==> src/rtl/fetch_pkg.sv <==
// Shared encodings for the instruction-fetch refill engine: FSM states and
// the AXI4 field constants it drives or compares against.
package fetch_pkg;

    localparam logic [2:0] ST_IDLE  = 3'd0;
    localparam logic [2:0] ST_AR    = 3'd1;
    localparam logic [2:0] ST_RDATA = 3'd2;
    localparam logic [2:0] ST_FILL  = 3'd3;
    localparam logic [2:0] ST_DRAIN = 3'd4;

    localparam logic [1:0] BURST_INCR = 2'b01;
    localparam logic [1:0] BURST_WRAP = 2'b10;
    localparam logic [1:0] RESP_OKAY  = 2'b00;
    localparam logic [2:0] SIZE_WORD  = 3'b010;

endpackage

==> src/rtl/fetch_refill_buf.sv <==
// Line assembly register: LINE_WORDS x 32-bit words, one indexed word write
// per cycle, cleared as a whole at the start of each refill.
module fetch_refill_buf #(
    parameter int LINE_WORDS = 4,
    parameter int IDX_W      = $clog2(LINE_WORDS)
) (
    input  logic                    clock,
    input  logic                    reset,
    input  logic                    clr,
    input  logic                    wr_en,
    input  logic [IDX_W-1:0]        wr_idx,
    input  logic [31:0]             wr_data,
    output logic [32*LINE_WORDS-1:0] line
);

    logic [31:0] words [LINE_WORDS];

    always_ff @(posedge clock or negedge reset) begin
        if (!reset) begin
            for (int i = 0; i < LINE_WORDS; i++) words[i] <= '0;
        end else if (clr) begin
            for (int i = 0; i < LINE_WORDS; i++) words[i] <= '0;
        end else if (wr_en) begin
            words[wr_idx] <= wr_data;
        end
    end

    for (genvar g = 0; g < LINE_WORDS; g++) begin : g_pack
        assign line[32*g +: 32] = words[g];
    end

endmodule

==> src/rtl/fetch_refill.sv <==
// Instruction-cache refill engine: one AXI4 read burst per miss, critical
// word forwarded early, whole line written to the cache in a single pulse.
module fetch_refill
    import fetch_pkg::*;
#(
    parameter int         LINE_WORDS = 4,
    parameter bit         WRAP       = 1'b1,
    parameter logic [3:0] AXI_ID     = 4'd0
) (
    input  logic                     clock,
    input  logic                     reset,
    input  logic                     req_valid_i,
    output logic                     req_ready_o,
    input  logic [31:0]              req_addr_i,
    input  logic                     flush_i,
    output logic                     crit_valid_o,
    output logic [31:0]              crit_inst_o,
    output logic                     fill_valid_o,
    output logic [31:0]              fill_addr_o,
    output logic [32*LINE_WORDS-1:0] fill_data_o,
    output logic                     fill_err_o,
    output logic                     arvalid_o,
    input  logic                     arready_i,
    output logic [31:0]              araddr_o,
    output logic [3:0]               arid_o,
    output logic [7:0]               arlen_o,
    output logic [2:0]               arsize_o,
    output logic [1:0]               arburst_o,
    input  logic                     rvalid_i,
    output logic                     rready_o,
    input  logic [31:0]              rdata_i,
    input  logic [1:0]               rresp_i,
    input  logic                     rlast_i,
    input  logic [3:0]               rid_i,
    output logic [2:0]               dbg_state_o
);

    localparam int IDX_W = $clog2(LINE_WORDS);
    localparam int CNT_W = IDX_W + 1;
    localparam logic [CNT_W-1:0] LAST_CNT = CNT_W'(LINE_WORDS - 1);

    // Handshakes: a transfer happens on a cycle where both valid and ready
    // are high; once raised, arvalid_o holds until arready_i (flush included).

    logic [2:0]       state;
    logic             flush_pend;
    logic [IDX_W-1:0] start_q;
    logic [IDX_W-1:0] crit_idx_q;
    logic [CNT_W-1:0] cnt_q;
    logic [31:0]      araddr_q;
    logic [31:0]      fill_addr_q;
    logic             err_q;
    logic             crit_valid_q;
    logic [31:0]      crit_inst_q;

    logic [IDX_W-1:0] req_off;
    logic [31:0]      req_line;
    logic [IDX_W-1:0] beat_idx;
    logic             accept;
    logic             store;
    logic             unused_ok;

    assign req_off  = req_addr_i[2 +: IDX_W];
    assign req_line = {req_addr_i[31:2+IDX_W], {(2+IDX_W){1'b0}}};
    assign beat_idx = start_q + cnt_q[IDX_W-1:0];
    assign accept   = (state == ST_IDLE) && req_valid_i;
    assign store    = (state == ST_RDATA) && rvalid_i && !flush_i;
    assign unused_ok = ^{rid_i, req_addr_i[1:0]};

    always_ff @(posedge clock or negedge reset) begin
        if (!reset) begin
            state        <= ST_IDLE;
            flush_pend   <= 1'b0;
            start_q      <= '0;
            crit_idx_q   <= '0;
            cnt_q        <= '0;
            araddr_q     <= '0;
            fill_addr_q  <= '0;
            err_q        <= 1'b0;
            crit_valid_q <= 1'b0;
            crit_inst_q  <= '0;
        end else begin
            crit_valid_q <= 1'b0;
            case (state)
                ST_IDLE: begin
                    if (req_valid_i) begin
                        araddr_q    <= WRAP ? {req_addr_i[31:2], 2'b00} : req_line;
                        fill_addr_q <= req_line;
                        start_q     <= WRAP ? req_off : '0;
                        crit_idx_q  <= req_off;
                        cnt_q       <= '0;
                        err_q       <= 1'b0;
                        flush_pend  <= 1'b0;
                        state       <= ST_AR;
                    end
                end
                ST_AR: begin
                    if (flush_i) flush_pend <= 1'b1;
                    if (arready_i) state <= (flush_pend || flush_i) ? ST_DRAIN : ST_RDATA;
                end
                ST_RDATA: begin
                    // A flush beat is consumed but never stored or forwarded.
                    if (flush_i) begin
                        state <= (rvalid_i && rlast_i) ? ST_IDLE : ST_DRAIN;
                    end else if (rvalid_i) begin
                        cnt_q <= cnt_q + CNT_W'(1);
                        if (beat_idx == crit_idx_q) begin
                            crit_valid_q <= 1'b1;
                            crit_inst_q  <= rdata_i;
                        end
                        if (rresp_i != RESP_OKAY || (rlast_i && cnt_q != LAST_CNT))
                            err_q <= 1'b1;
                        if (rlast_i) state <= ST_FILL;
                    end
                end
                ST_FILL:  state <= ST_IDLE;
                ST_DRAIN: if (rvalid_i && rlast_i) state <= ST_IDLE;
                default:  state <= ST_IDLE;
            endcase
        end
    end

    fetch_refill_buf #(.LINE_WORDS(LINE_WORDS), .IDX_W(IDX_W)) u_buf (
        .clock   (clock),
        .reset   (reset),
        .clr     (accept),
        .wr_en   (store),
        .wr_idx  (beat_idx),
        .wr_data (rdata_i),
        .line    (fill_data_o)
    );

    assign req_ready_o  = (state == ST_IDLE);
    assign arvalid_o    = (state == ST_AR);
    assign rready_o     = (state == ST_RDATA) || (state == ST_DRAIN);
    assign fill_valid_o = (state == ST_FILL);
    assign fill_addr_o  = fill_addr_q;
    assign fill_err_o   = err_q;
    assign crit_valid_o = crit_valid_q;
    assign crit_inst_o  = crit_inst_q;
    assign araddr_o     = araddr_q;
    assign arid_o       = AXI_ID;
    assign arlen_o      = 8'(LINE_WORDS - 1);
    assign arsize_o     = SIZE_WORD;
    assign arburst_o    = WRAP ? BURST_WRAP : BURST_INCR;
    assign dbg_state_o  = state;

endmodule
==> config.mk <==
export PLATFORM = sky130hd
export DESIGN_NAME = fetch_refill
export DESIGN_NICKNAME = d
export VERILOG_FILES = /design/src/rtl/fetch_pkg.sv /design/src/rtl/fetch_refill_buf.sv /design/src/rtl/fetch_refill.sv
export SDC_FILE = /design/constraint.sdc
export NUM_CORES = 1
export LEC_CHECK = 0
export BUFFER_PORTS_ARGS = -buffer_cell sky130_fd_sc_hd__buf_4
export CAP_MARGIN = 30
export CORE_UTILIZATION = 50
export CTS_CLUSTER_SIZE = 10
export DETAILED_ROUTE_END_ITERATION = 8
export PLACE_DENSITY_LB_ADDON = 0.2
export SLEW_MARGIN = 20
export SYNTH_ARGS = -nofsm -noshare
export SYNTH_HDL_FRONTEND = slang
export SYNTH_HIERARCHICAL = 1
export SYNTH_SLANG_ARGS = --single-unit
==> constraint.sdc <==
create_clock -name clock -period 2.2 [get_ports clock]
set_input_delay 0.22 -clock clock [delete_from_list [all_inputs] [get_ports clock]]
set_output_delay 0.22 -clock clock [all_outputs]
set_load 0.03 [all_outputs]
==> impl_metrics.toml <==
[layout]
fillers = 1349
n_antenna_cell = 0
drive_gt1_share_pct = 42.97
most-common-layout-cells = "buf_4 (310), dfrtp_1 (198), nand2b_1 (164)"
stdcell_area_um2 = 12110
layout.cells.non_filler = 1218
multiInputGateArea_um2 = 3603
area.growth.synth_to_final_pct = 32.84
final_common_cell = "buf_4"
regArea_um2 = 4981
layout.nets = 1056

[yosys]
synth_top_family_by_area = "multiplexers"
yosys.cell_types.count = 39
netlist_area_um2 = 9119
synth-xor-area-share_pct = 0.2881
synthCells = 697
ys_warn_count = 6
yosysSeqAreaShare_pct = 54.61
synth_compound_area_share_pct = 1.029
synthSimpleGateAreaFrac_pct = 13.35
synth_fa_ha_area_share_pct = 0.4116
synthMuxAreaShare_pct = 23.35
syn_area_per_cell_um2 = 13.08
ys_ff_latch = 199

[clock_network]
cts_tree = "done"
clkTransAtPathRegs_ns = 0.08
clkLatencyLatePin_ns = 0.43
clockBufferDepth = 2
ctsResizeCount = 0
ctsHoldBuffers = 6
clockRootBuffer = "clkbuf_16"
htree_levels = 4
cts_buffers = 17
cts_setup_buffers = 0
cts.sinks = 199

[routing]
dr_total_vias = 6010
wl_mm = 21.14
wl_per_cell_um = 17.35
first_pass_iters = 5
drtIter0Drc = 279
drcViolationCount = 0
antenna_left = 0
viasPerCell = 4.934

[floorplanning]
fp.dieH_um = 137.0
die_width_um = 137.0
fp.coreArea_um2 = 17900
ioPinCount = 327
die_area_um2 = 18780
num_rows = 49
start_util_pct = 50.94

[sta]
clock.fmax_ghz = 0.4940
setup_slack_ns = 0.1758
setup_violations = 0
fin_crit_ns = 2.024
rsz0062_at_grt = "false"
tns_ns = 0
finClkSkew_ns = 0.01138
worstMarginPinSlew_ns = 0.6217
slew_viol_final = 0
period_share_pct = 92.01
fin_hold_ws_ns = 0.01766
slew_headroom_pct = 58.45
hold_viol_final = 0

[global_route]
antenna_found_initial = 0
grt_util_all_layers_pct = 22.70
overflow = 0
grt_max_degree = 87
grt_pass1_wl_mm = 32.60
grt_pass1_vias = 6047

[critical_path]
critPathRequiredTime_ns = 2.51
worst_path_max_delay_cell = "or3b_2"
worst_ep_arrival_time_ns = 2.33
r2r_start = "crit_idx_q[0]"
crit_path_frequent_cell = "xnor2_1"
cp-start-kind = "register"
critPathTopFamily = "simple AND/OR/NAND/NOR gates"
critPathKind = "register to register"
endpoint_kind = "register"
slowest_delay_ns = 0.57
path_buf_inv = 1
r2r_slack_ns = 0.18
cp_cell_sequence = "ha_1 -> xnor2_1 -> xnor2_1 -> or3b_2 -> buf_12 -> mux2i_1"
path_max_fanout = 24
startpoint = "crit_idx_q[0]"

[flow_run]
drv_cap = 0

[placed_design]
hpwl_mm = 14.74
portBuffers = 297
dpl-instance-area_um2 = 11460
place_inst = 1179
pre_cts_ws_ns = 0.1802
gp_congestion = 0.7671

[power]
peakVddDrop_v = 0.001095
powerDensity_nw_per_um2 = 1088
leakagePower_nw = 6.662

[run_status]
status = "finished clean"

[worst_hold_path]
hold_path.class = "input port to register"
worstHoldStart = "req_addr_i[27]"
-- power breakdown --
| group | total, mW | switching, mW | internal [mW] |
|---|---|---|---|
| Sequential | 4.63 | 0.415 | 4.21 |
| Clock | 3.10 | 1.49 | 1.62 |
| Combinational | 5.45 | 3.14 | 2.31 |
| Total | 13.2 | 5.04 | 8.14 |
-- synth_stat cells (all sizes together) --
cell / n / area share (%)
a2111oi: 1 / 0.11
a211o: 1 / 0.096
a21oi: 3 / 0.16
a221oi: 1 / 0.096
a22o: 2 / 0.19
a32oi: 1 / 0.096
and2: 1 / 0.069
and3b: 1 / 0.096
buf: 72 / 5.9
clkbuf: 18 / 0.74
conb: 2 / 0.082
dfrtp: 199 / 55
ha: 3 / 0.41
inv: 6 / 0.25
mux2: 63 / 9.0
mux2i: 131 / 14
nand2: 4 / 0.16
nand2b: 164 / 11
nand3: 1 / 0.055
nand3b: 2 / 0.16
nand4: 1 / 0.23
nor2: 3 / 0.12
nor2b: 1 / 0.069
nor3: 1 / 0.11
nor3b: 3 / 0.30
nor4b: 1 / 0.26
o31ai: 1 / 0.082
o32ai: 1 / 0.096
o41ai: 1 / 0.096
or2: 2 / 0.14
or3b: 2 / 0.19
or4bb: 1 / 0.12
xnor2: 3 / 0.29
-- area by class of cell --
cell class	instances	share of cell area (%)
Sequential cell	199	41.12
Multi-Input combinational cell	423	29.75
Timing Repair Buffer	329	21.72
Clock buffer	17	3.512
Tap cell	229	2.365
Clock inverter	15	1.322
Inverter	6	0.2066
-- cell families after synthesis --
family,Yosys count
other cells,2
fa+ha+maj,3
buf+inv,96
flops,199
compound gates,12
simple gates,188
mux,194
xor+xnor,3
-- path summary, 6_finish.rpt --
kind                              endpoint  cells after the start
max in group asynchronous   u_buf/line[53]                      3
min reg2reg                crit_inst_o[14]                      1
max reg2reg                 u_buf/line[17]                      6
min                        fill_addr_o[27]                      2
max                         u_buf/line[17]                      6
min in group asynchronous  fill_addr_o[24]                      2
-- stage by stage --
stage | utilization (%) | power, mW
final | 67.66 | 13.18
after global placement | 64.00 | 10.10
after floorplan | - | 8.534
after CTS | 67.61 | 13.31
after global routing | 67.66 | 13.75
after detailed placement | 64.00 | 10.17
-- metal layers --
metal / routed length, µm / up-vias / global-route usage [%]
li1: - / 2822 / -
met1: 9002 / 2999 / 29.35
met2: 10590 / 181 / 36.98
met3: 1369 / 8 / 6.519
met4: 175 / 0 / 6.593
met5: 0 / - / 0
-- sequential cells by signal, indices dropped and copies added, names as in the netlist --
name	cells
crit_valid_o	1
fill_addr_o	28
fill_err_o	1
araddr_o	1
cnt_q	3
u_buf/line	128
crit_inst_o	32
crit_idx_q	1
dbg_state_o	3
flush_pend	1
(Power assumes the default switching activity.)
